===== src/rtl/dbus_pkg.sv =====
// Shared types and constants for the data-bus controller and its address decoder.
package dbus_pkg;

    localparam int unsigned ADDR_W    = 32;
    localparam int unsigned DATA_W    = 32;
    localparam int unsigned NUM_SLV   = 4;
    localparam int unsigned CNT_W     = 8;
    localparam int unsigned OFS_W_MEM = 28;
    localparam int unsigned OFS_W_IO  = 20;

    localparam int unsigned SLV_ROM   = 0;
    localparam int unsigned SLV_RAM   = 1;
    localparam int unsigned SLV_UART  = 2;
    localparam int unsigned SLV_CPUID = 3;

    localparam logic [ADDR_W-OFS_W_MEM-1:0] TAG_ROM   = 4'h0;
    localparam logic [ADDR_W-OFS_W_MEM-1:0] TAG_RAM   = 4'h1;
    localparam logic [ADDR_W-OFS_W_IO-1:0]  TAG_UART  = 12'hf00;
    localparam logic [ADDR_W-OFS_W_IO-1:0]  TAG_CPUID = 12'hf01;

    typedef enum logic [1:0] {
        IDLE   = 2'd0,
        ACCESS = 2'd1,
        DONE   = 2'd2
    } state_t;

    // Request as latched from the CPU port and replayed to the slaves.
    typedef struct packed {
        logic              drw;
        logic [ADDR_W-1:0] addr;
        logic [DATA_W-1:0] data;
    } req_t;

    // Pick the 32-bit slice of the packed slave read bus addressed by a one-hot select.
    function automatic logic [DATA_W-1:0] slice_sel(
        input logic [NUM_SLV*DATA_W-1:0] bus,
        input logic [NUM_SLV-1:0]        sel
    );
        logic [DATA_W-1:0] r;
        r = '0;
        for (int i = 0; i < NUM_SLV; i++) begin
            if (sel[i]) r = r | bus[i*DATA_W +: DATA_W];
        end
        return r;
    endfunction

endpackage


===== src/rtl/dbus_decode.sv =====
// Combinational address decoder: byte address to one-hot slave select and zero-extended offset.
module dbus_decode
    import dbus_pkg::*;
(
    input  logic [ADDR_W-1:0]  addr,
    output logic [NUM_SLV-1:0] sel,
    output logic [ADDR_W-1:0]  offset,
    output logic               unmapped
);

    always_comb begin
        sel      = '0;
        offset   = '0;
        unmapped = 1'b0;
        if (addr[ADDR_W-1:OFS_W_MEM] == TAG_ROM) begin
            sel[SLV_ROM] = 1'b1;
            offset       = ADDR_W'(addr[OFS_W_MEM-1:0]);
        end else if (addr[ADDR_W-1:OFS_W_MEM] == TAG_RAM) begin
            sel[SLV_RAM] = 1'b1;
            offset       = ADDR_W'(addr[OFS_W_MEM-1:0]);
        end else if (addr[ADDR_W-1:OFS_W_IO] == TAG_UART) begin
            sel[SLV_UART] = 1'b1;
            offset        = ADDR_W'(addr[OFS_W_IO-1:0]);
        end else if (addr[ADDR_W-1:OFS_W_IO] == TAG_CPUID) begin
            sel[SLV_CPUID] = 1'b1;
            offset         = ADDR_W'(addr[OFS_W_IO-1:0]);
        end else begin
            unmapped = 1'b1;
        end
    end

endmodule


===== src/rtl/mod_dbus_ctrl.sv =====
// Data-bus controller: latches one CPU request, runs it against a single slave with
// a ready/timeout handshake, and returns read data while stalling the CPU.
module mod_dbus_ctrl
    import dbus_pkg::*;
#(
    parameter int unsigned TIMEOUT = 16
) (
    input  logic                        clk,
    input  logic                        rst,
    input  logic                        cpu_de,
    input  logic                        cpu_drw,
    input  logic [ADDR_W-1:0]           cpu_daddr,
    input  logic [DATA_W-1:0]           cpu_din,
    output logic [DATA_W-1:0]           cpu_dout,
    output logic                        cpu_stall,
    output logic [NUM_SLV-1:0]          slv_de,
    output logic                        slv_drw,
    output logic [ADDR_W-1:0]           slv_daddr,
    output logic [DATA_W-1:0]           slv_din,
    input  logic [NUM_SLV*DATA_W-1:0]   slv_dout,
    input  logic [NUM_SLV-1:0]          slv_rdy,
    output logic                        bus_err,
    input  logic                        err_clr
);

    state_t              state_q, state_d;
    req_t                req_q, req_d;
    logic [NUM_SLV-1:0]  de_q, de_d;
    logic [CNT_W-1:0]    cnt_q, cnt_d;
    logic [DATA_W-1:0]   dout_q, dout_d;
    logic                err_q, err_d, err_set;

    logic [NUM_SLV-1:0]  dec_sel;
    logic [ADDR_W-1:0]   dec_offset;
    logic                dec_unmapped;
    logic                sel_rdy;
    logic                timeout_hit;

    dbus_decode u_decode (
        .addr     (cpu_daddr),
        .sel      (dec_sel),
        .offset   (dec_offset),
        .unmapped (dec_unmapped)
    );

    // slv_de holds the latched select during ACCESS, so it doubles as the select register.
    assign sel_rdy     = |(slv_rdy & de_q);
    assign timeout_hit = (cnt_q == CNT_W'(TIMEOUT - 1));

    // State register
    always_ff @(posedge clk or posedge rst) begin
        if (rst) state_q <= IDLE;
        else     state_q <= state_d;
    end

    // Next-state logic
    always_comb begin
        state_d = state_q;
        case (state_q)
            IDLE:    if (cpu_de) state_d = dec_unmapped ? DONE : ACCESS;
            ACCESS:  if (sel_rdy || timeout_hit) state_d = DONE;
            DONE:    state_d = IDLE;
            default: state_d = IDLE;
        endcase
    end

    // Output / datapath next values; ready beats timeout in the same cycle.
    always_comb begin
        de_d    = '0;
        req_d   = req_q;
        cnt_d   = cnt_q;
        dout_d  = dout_q;
        err_set = 1'b0;
        case (state_q)
            IDLE: begin
                if (cpu_de) begin
                    if (dec_unmapped) begin
                        dout_d  = '0;
                        err_set = 1'b1;
                    end else begin
                        req_d.drw  = cpu_drw;
                        req_d.addr = dec_offset;
                        req_d.data = cpu_din;
                        de_d       = dec_sel;
                        cnt_d      = '0;
                    end
                end
            end
            ACCESS: begin
                cnt_d = cnt_q + CNT_W'(1);
                if (sel_rdy) begin
                    dout_d = req_q.drw ? '0 : slice_sel(slv_dout, de_q);
                end else if (timeout_hit) begin
                    dout_d  = '0;
                    err_set = 1'b1;
                end else begin
                    de_d = de_q;
                end
            end
            default: ;
        endcase
        err_d = err_set | (err_q & ~err_clr);
    end

    // Datapath registers
    always_ff @(posedge clk or posedge rst) begin
        if (rst) begin
            req_q  <= '0;
            de_q   <= '0;
            cnt_q  <= '0;
            dout_q <= '0;
            err_q  <= 1'b0;
        end else begin
            req_q  <= req_d;
            de_q   <= de_d;
            cnt_q  <= cnt_d;
            dout_q <= dout_d;
            err_q  <= err_d;
        end
    end

    assign slv_de    = de_q;
    assign slv_drw   = req_q.drw;
    assign slv_daddr = req_q.addr;
    assign slv_din   = req_q.data;
    assign cpu_dout  = dout_q;
    assign bus_err   = err_q;
    assign cpu_stall = cpu_de & (state_q != DONE);

endmodule


===== config.mk =====
export PLATFORM = sky130hd
export DESIGN_NAME = mod_dbus_ctrl
export DESIGN_NICKNAME = d
export VERILOG_FILES = /design/src/rtl/dbus_pkg.sv /design/src/rtl/dbus_decode.sv /design/src/rtl/mod_dbus_ctrl.sv
export SDC_FILE = /design/constraint.sdc
export NUM_CORES = 1
export LEC_CHECK = 0
export ABC_AREA = 1
export BUFFER_PORTS_ARGS = -buffer_cell sky130_fd_sc_hd__buf_2
export CAP_MARGIN = 40
export CELL_PAD_IN_SITES_DETAIL_PLACEMENT = 1
export CELL_PAD_IN_SITES_GLOBAL_PLACEMENT = 1
export CORE_ASPECT_RATIO = 0.75
export CORE_MARGIN = 4
export CORE_UTILIZATION = 33
export CTS_CLUSTER_DIAMETER = 30
export DETAILED_ROUTE_END_ITERATION = 16
export PLACE_DENSITY = 0.92
export RECOVER_POWER = 25
export SLEW_MARGIN = 10
export SYNTH_ARGS = -nofsm -noshare
export SYNTH_HDL_FRONTEND = slang
export SYNTH_HIERARCHICAL = 1
export SYNTH_SLANG_ARGS = --single-unit

===== constraint.sdc =====
create_clock -name clk -period 8.5 [get_ports clk]
set_clock_uncertainty 0.15 [all_clocks]
set_input_delay 1.7 -clock clk [delete_from_list [all_inputs] [get_ports clk]]
set_output_delay 1.7 -clock clk [all_outputs]
set_load 0.005 [all_outputs]

======== Word-level counts from Yosys, hierarchy flattened ========
Cells that the tools add are included.
storage, ports and cells
  register bits after elaboration ......... 112
  output and inout bits ................... 103
cells by class
  equal/unequal tests ..................... 11
  bitwise logic cells ..................... 9
  reduce and logical (&&, ||, !) cells .... 9
  add/sub/neg operators ................... 1
  mux-type cells .......................... 48
operators by type and width
  operator                number
  $mux W32                18
  $or A32 B32 Y32         3
  $pmux W32 S2            1
  $eq A12 B12 Y1 const B  2
  $mux W20                1
  $mux W4                 4
  $mux W8                 2
  $pmux W8 S2             1
  $mux W1                 13
  $ne A2 B2 Y1 const B    5
  $add A8 B1 Y8 const B   1
  $eq A8 B4 Y1 const B    1
  $mux W2                 4
  $pmux W4 S2             1
  $reduce_and A3 Y1       2
  $and A4 B4 Y4           1
  $eq A4 B1 Y1 const B    1
  $logic_not A4 Y1        1
  $pmux W2 S2             1
  $reduce_and A4 Y1       1
  $reduce_or A4 Y1        1
  $mux W3                 1
  $ne A3 B3 Y1 const B    1
  $and A1 B1 Y1           2
  other kinds (8)         9

======== Logic depth before layout (Yosys ltp) ========
Gate-level depths: netlist of the first run.
  depth after elaboration ................. 17
  gate-level depth with buffers ........... 15

======== Modules after synthesis ========
Netlist of the first run, hierarchy kept.
modules (own cells, without submodules)
  module         area an instance (sq um)  times used  cells each
  mod_dbus_ctrl  5211.2                    1           688
  dbus_decode    386.6                     1           90

======== Worst setup path after synthesis of the first run ========
Ideal clock, no wire load.
  kind .................................... input to output
  start ................................... input port cpu_de
  end ..................................... output port cpu_stall
  setup slack ............................. 4.791 ns
  data arrival time ....................... 1.859 ns
  cell stages on the path ................. 2
  path buffers ............................ 0
  cells stage by stage .................... inv_1 > a21oi_1
between the ends
  word-level cells in the longest chain between the ends .. 1
RTL lines
  what           line                  text
  from (decl)    mod_dbus_ctrl.sv:10   input logic cpu_de,
  $and A1 B1 Y1  mod_dbus_ctrl.sv:128  assign cpu_stall = cpu_de & (state_q != DONE);
  to (decl)      mod_dbus_ctrl.sv:15   output logic cpu_stall,
Every way passes these cells.

======== Worst setup path after layout of the first run ========
  start ................................... input port cpu_daddr[21]
  end ..................................... register cnt_q[6]
between the ends
  word-level cells in the longest chain between the ends .. 7
RTL lines
  what                                    line                  text
  from (decl)                             mod_dbus_ctrl.sv:12   input logic [ADDR_W-1:0] cpu_daddr,
  $eq A12 B12 Y1                          dbus_decode.sv:24     end else if (addr[ADDR_W-1:OFS_W_IO] == TAG_CPUID) begin
  $mux W1                                 dbus_decode.sv:24
  $mux W1 (*)                             dbus_decode.sv:21     end else if (addr[ADDR_W-1:OFS_W_IO] == TAG_UART) begin
  $mux W1 (*)                             dbus_decode.sv:18     end else if (addr[ADDR_W-1:OFS_W_MEM] == TAG_RAM) begin
  $mux W1 (*)                             dbus_decode.sv:15     if (addr[ADDR_W-1:OFS_W_MEM] == TAG_ROM) begin
  named net dec_unmapped                  mod_dbus_ctrl.sv:35   logic dec_unmapped;
  $ne A2 B2 Y1 (no source line) (*)       -
  $reduce_and A3 Y1 (no source line) (*)  -
  to (signal assigned)                    mod_dbus_ctrl.sv:116  cnt_q <= cnt_d;
  to (decl)                               mod_dbus_ctrl.sv:29   logic [CNT_W-1:0] cnt_q, cnt_d;
The timed path passes the listed nets; every way through them passes the cells marked *.
A chain may end at the register's enable or synchronous reset.

==> qor.txt, run 1 <==
Final GP Congestion: 0.817
Die Wd: 158 um
Vias/cell: 4.64
Reg2Reg Launch Point: state_q[1]
Core Box Area: 0.0163 mm^2
Total Wirelength: 20,800 um
Hold Crit Depth: 2
critical path's largest stage delay: 560 ps
Iteration-0 DRC Markers: 246
Synth Warn #: 6
Final Setup Violations: 0
Seq/Total Area, Yosys: 50.1%
vias in the first global route: 6,272
failing checks: capacitance limit, slew limit
TritonCTS clock tree: yes
initial antenna violation count: 4
min Tclk post-route: 4260 ps
Post-synth ARST share: 100%
distinct cell type count after synthesis: 24
all-layer global routing usage: 21.3%
die height: 121 um
Area contributors post-synth: dfrtp_1 (50%), nand2_1 (32%), nand4_1 (3.6%), inv_1 (3.2%), nor2_1 (1.9%)
Filler Cell Count: 2,187
maximum vdd drop: 0.130 mV
setup bufs post-CTS: 0
Worst setup EP type: flop
FF-to-FF setup slack: 6160 ps
Cells after Synth: 778
via count: 5,936
Wirelength per Cell: 16.3 um
# hold bufs at CTS: 0
die area: 0.0191 mm^2
Post-Place Cells: 1,260
hpwl dp: 16,000 um
Syn-to-layout area delta: 33.5%
Routed Antenna Nets: 0
max frequency: 235 MHz
actual slew at the worst max-slew pin: 2480 ps
Final Non-Filler Cells: 1,278
TNS Setup: 0 ps
CP Data Required Time: 8590 ps
Pwr Total: 0.00147 W
hold violation count in the final report: 0
largest net degree at the start of global routing: 72
Yosys top cell area share: 50.1%
post-cts sizing count: 0
Starting Density: 34.3%
layout cells sized above 1: 30.5%
arrival time worst endpoint: 4350 ps
fin. max-slew vios: 58
most used flip-flop cell after synthesis: dfrtp_1
fin nets: 1,263
Residual DRC: 0
R2R Path End: cnt_q[6]
H-tree depth: 3
HP Start: cpu_dout[31]
worst relative slew slack: -66.2%
final clock period utilization by the worst path: 50.1%
crit-path cells: buf_2 -> inv_1 -> nand2_1 -> nor2_1 -> nand3_1 -> nand3_2 -> inv_1 -> nor2_1 -> nand2_2 -> buf_4 -> inv_2 -> buf_4 -> nor2_1 -> o21ai_0 -> inv_1
CTS Buf Count: 9
Mapped Area: 0.00560 mm^2
first-pass GRT wire length: 32,100 um
EDFF count, synth: 0
R2R depth: 8
leak pwr: 4.57 nW
Port Buffers: 303
GRT overflow: 0
outcome: finished, violations left
leading area contributor after synthesis: dfrtp_1
IO Pins: 304
Clock Sinks: 112
Clk Latency, worst-skew pair: 350 ps
Max Cap Violations: 1
Crit-path slowest cell: buf_4
hold endpoint: cpu_dout[31]
Power Dens Cells: 197 mW/mm^2
Max clock buf depth: 2
row count: 40
post-synthesis register bit count: 112
root buf cell: clkbuf_16
crit path kind: input pin to flop
Startpoint Class: input pin
post-synthesis average cell area: 7.20 um^2
hold crit path type: flop to flop
drt pass-1 iters: 4
clock-pin slew on the worst setup and hold paths: 70 ps
RSZ-0062 raised after global routing: no
Worst Path Max Fanout: 71
## where the power goes
part | total, W | internal, W | switching, W
sequential | 0.000706 | 0.000636 | 0.0000702
combinational | 0.000335 | 0.000151 | 0.000184
clock | 0.000433 | 0.000232 | 0.000200
## cell usage in the layout (no fill, tap or decap), types with 3 or more instances in the layout
cell	instances
nand2_1	475
buf_2	282
dfrtp_1	112
inv_1	46
nand4_1	32
nor2_1	28
clkbuf_1	23
nand2_2	10
clkbuf_16	9
nand3_1	8
buf_4	8
a21oi_1	7
conb_1	4
inv_2	3
o21ai_0	3
## Yosys cell counts (all sizes together), types with 2 or more instances
cell    number
nor2        30
buf         30
nand4       32
dfrtp      112
a21oi        7
inv         51
o21ai        3
clkbuf      12
nand2      485
nor3         2
nand3       10
## flip-flops by register name, summed over array words and instances, names as in the netlist
register and flops:
bus_err 1, cnt_q 8, cpu_dout 32, slv_daddr 32
slv_de 4, slv_din 32, slv_drw 1, state_q 2
## worst max path at each step
stage                  start  endpoint  slack (ps)  depth (start not counted)
2_1_floorplan            rst   bus_err        3690                          1
3_3_place_gp   cpu_daddr[21]  cnt_q[6]        4050                         15
3_5_place_dp   cpu_daddr[21]  cnt_q[6]        3850                         15
4_1_cts        cpu_daddr[21]  cnt_q[6]        4200                         15
5_1_grt        cpu_daddr[21]  cnt_q[6]        3780                         15
6_report       cpu_daddr[21]  cnt_q[6]        4240                         15
## critical path: cells and delay by family
family	cells	cell delay, ps
AOI/OAI and AO/OA	1	190
buffers and inverters	7	1350
and+or+nand+nor	7	1050
## area by class of cell
type | count | area [um^2] | share of cell area, %
Sequential cell | 112 | 2800 | 37.5
Tap cell | 210 | 263 | 3.51
Inverter | 51 | 198 | 2.64
Multi-Input combinational cell | 576 | 2360 | 31.6
Clock buffer | 11 | 233 | 3.11
Clock inverter | 5 | 63.8 | 0.854
Antenna cell | 2 | 5.00 | 0.0669
Timing Repair Buffer | 311 | 1550 | 20.7
## cells by family after synthesis
logic type	synth area share, %
and+or+nand+nor	40.5
DFF	50.1
buffers and inverters	7.96
AOI/OAI and AO/OA	1.16
adders and majority gates	0.223
other	0.0670
## through the flow
step | hold WS (ps) | setup slack [ps] | utilization (%) | cell area [um^2]
2_1_floorplan | 312 | 3690 | - | 5610
3_3_place_gp | 300 | 4050 | 44.1 | 7200
3_5_place_dp | 303 | 3850 | 44.1 | 7200
4_1_cts | 322 | 4200 | 46.0 | 7500
5_1_grt | 348 | 3780 | 45.8 | 7480
6_report | 319 | 4240 | 45.8 | 7480
## routing by layer
| layer | track usage [%] | vias to the layer above | share of wire (%) |
|---|---|---|---|
| met1 | 24.4 | 2774 | 39 |
| met3 | 8.26 | 30 | 9.6 |
| met4 | 5.86 | 4 | 2.1 |
| met2 | 37.0 | 214 | 49 |
| li1 | - | 2914 | - |
| met5 | 0 | - | 0.12 |
Note: power is estimated with default switching activity, not from simulation.
==> run 2: changes to the inputs <==
--- a/config.mk
+++ b/config.mk
@@ -12,10 +12,10 @@
 export CELL_PAD_IN_SITES_GLOBAL_PLACEMENT = 1
 export CORE_ASPECT_RATIO = 0.75
 export CORE_MARGIN = 4
-export CORE_UTILIZATION = 33
+export CORE_UTILIZATION = 27
 export CTS_CLUSTER_DIAMETER = 30
 export DETAILED_ROUTE_END_ITERATION = 16
-export PLACE_DENSITY = 0.92
+export PLACE_DENSITY = 0.81
 export RECOVER_POWER = 25
 export SLEW_MARGIN = 10
 export SYNTH_ARGS = -nofsm -noshare
==> constraint.sdc (replaced) <==
create_clock -name clk -period 3.84 [get_ports clk]
set_clock_uncertainty 0.15 [all_clocks]
set_input_delay 0.768 -clock clk [delete_from_list [all_inputs] [get_ports clk]]
set_output_delay 0.768 -clock clk [all_outputs]
set_load 0.005 [all_outputs]
==> run 2 against run 1 <==
Effect of this change:
- the flow still finishes with violations (capacitance limit, slew limit)
- critical path depth fell by 2
- count of clock-buffer cells in the layout fell by 2
- sequential power rose by 120%
==> qor.txt, run 2 (synthesis results as in run 1) <==
outcome: finished, violations left
failing checks: capacitance limit, slew limit
actual slew at the worst max-slew pin: 2000 ps (-476 ps)
all-layer global routing usage: 18.4% (-2.9 points)
Clock Sinks: 112 (unchanged)
R2R depth: 8 (unchanged)
Startpoint Class: input pin
TritonCTS clock tree: yes
final clock period utilization by the worst path: 72.5%
Core Box Area: 0.0203 mm^2 (+25%)
Final Non-Filler Cells: 1,352 (+5.8%)
die height: 133 um (+9.9%)
CP Launch Point: cpu_daddr[30]
worst relative slew slack: -33.6% (+33 points)
Port Buffers: 303 (unchanged)
Syn-to-layout area delta: 36.5%
vias in the first global route: 6,432 (+2.6%)
Power Dens Cells: 434 mW/mm^2 (+120%)
leak pwr: 4.68 nW (+2.5%)
crit path kind: input pin to flop
first-pass GRT wire length: 34,100 um (+6.4%)
hold crit path type: input pin to asynchronous set/reset pin
RSZ-0062 raised after global routing: no
hpwl dp: 16,600 um (+3.7%)
maximum vdd drop: 0.255 mV (+97%)
R2R Path End: cpu_dout[23]
Vias/cell: 4.44 (-4.4%)
Final Setup Violations: 0 (unchanged)
row count: 45 (+13%)
Final Util: 37.6% (-8.2 points)
Routed Antenna Nets: 0 (unchanged)
initial antenna violation count: 4 (unchanged)
Residual DRC: 0 (unchanged)
Reg2Reg Launch Point: cnt_q[0]
hold violation count in the final report: 0 (unchanged)
# hold bufs at CTS: 0 (unchanged)
clock-pin slew on the worst setup and hold paths: 90 ps (+20 ps)
die area: 0.0231 mm^2 (+21%)
IO Pins: 304 (unchanged)
FF-to-FF setup slack: 1820 ps (-4340 ps)
Worst setup EP type: flop
fin nets: 1,266 (+0.24%)
Starting Density: 27.5% (-6.8 points)
Clk Latency, worst-skew pair: 360 ps (about the same)
fin. max-slew vios: 34 (-41%)
drt pass-1 iters: 4 (unchanged)
Wirelength per Cell: 16.0 um (-2.0%)
layout cells sized above 1: 32.7% (+2.3 points)
Worst Path Max Fanout: 61 (-14%)
root buf cell: clkbuf_16
CP Data Required Time: 3980 ps (-4610 ps)
max frequency: 359 MHz
Post-Place Cells: 1,335 (+6.0%)
min Tclk post-route: 2780 ps
setup bufs post-CTS: 0 (unchanged)
Max clock buf depth: 2 (unchanged)
arrival time worst endpoint: 2930 ps (-1420 ps)
CTS Buf Count: 9 (unchanged)
Max Cap Violations: 1 (unchanged)
GRT overflow: 0 (unchanged)
TNS Setup: 0 ps (unchanged)
Die Wd: 174 um (+10%)
most frequent cells in the layout: nand2_1 (475), buf_2 (303), dfrtp_1 (112), inv_1 (46), nand4_1 (32)
Iteration-0 DRC Markers: 182 (-26%)
post-cts sizing count: 0 (unchanged)
Total Wirelength: 21,600 um (+3.7%)
via count: 6,001 (+1.1%)
H-tree depth: 3 (unchanged)
Final GP Congestion: 0.799 (-2.3%)
most common cell after layout, fill and taps aside: nand2_1
largest net degree at the start of global routing: 68 (-5.6%)
==> run 2: cell types whose count changed in the layout (fill, tap and decap cells not counted), sizes merged <==
| cell | delta |
|---|---|
| buf | +22 |
| bufinv | -1 |
| clkbuf | -21 |
| diode | -1 |
| inv | +3 |
==> run 2: worst max-delay path by stage <==
stage | slack [ps] | end | cells after the start
3_3_place_gp | 770 | slv_din[6] | 13
6_report | 1060 | slv_daddr[1] | 13
2_1_floorplan | 1550 | slv_daddr[27] | 13
5_1_grt | 630 | bus_err | 4
3_5_place_dp | 640 | slv_din[5] | 13
4_1_cts | 1030 | slv_daddr[1] | 13
==> run 2: area by class of cell <==
cell class	count	area, um^2
Sequential cell	112	2800
Antenna cell	1	2.50
Tap cell	282	353
Timing Repair Buffer	314	1620
Multi-Input combinational cell	576	2360
Fill cell	2664	12700
Inverter	51	198
Clock inverter	7	80.1
Clock buffer	9	225
==> run 2: worst max-delay path: stages <==
cell     delay [ps]
buf_2           110
nand2_1          80
inv_1            40
nand2_1          50
nor2_1           40
nand2_1          90
nand3_2         390
inv_1           210
nor2_1           90
nand2_2         190
buf_4           570
nand2_1         120
nand2_1         110
==> run 2: routing by layer <==
layer / GRT usage [%] / wire length [um] / share of wire, %
met1: 21.1 / 8680 / 40
met4: 4.48 / 359 / 1.7
met3: 7.85 / 2160 / 10
met2: 31.8 / 10400 / 48
met5: 0 / 47 / 0.22
==> run 2: report_power, final <==
group          internal, W  leakage (nW)  switching [W]
Combinational     0.000340          3.03       0.000420
Sequential         0.00141          1.50       0.000154
Clock             0.000472         0.152       0.000522
Total              0.00222          4.68        0.00110
==> run 2: metrics by stage <==
step                      cell area [um^2]  hold WS (ps)  worst slack (ps)  total power [W]
after global placement                7330           299               766          0.00233
final                                 7640           114              1060          0.00331
after CTS                             7660           107              1030          0.00340
after floorplan                       5610           312              1550          0.00191
after global routing                  7640           105               626          0.00355
after detailed placement              7350           306               642          0.00237
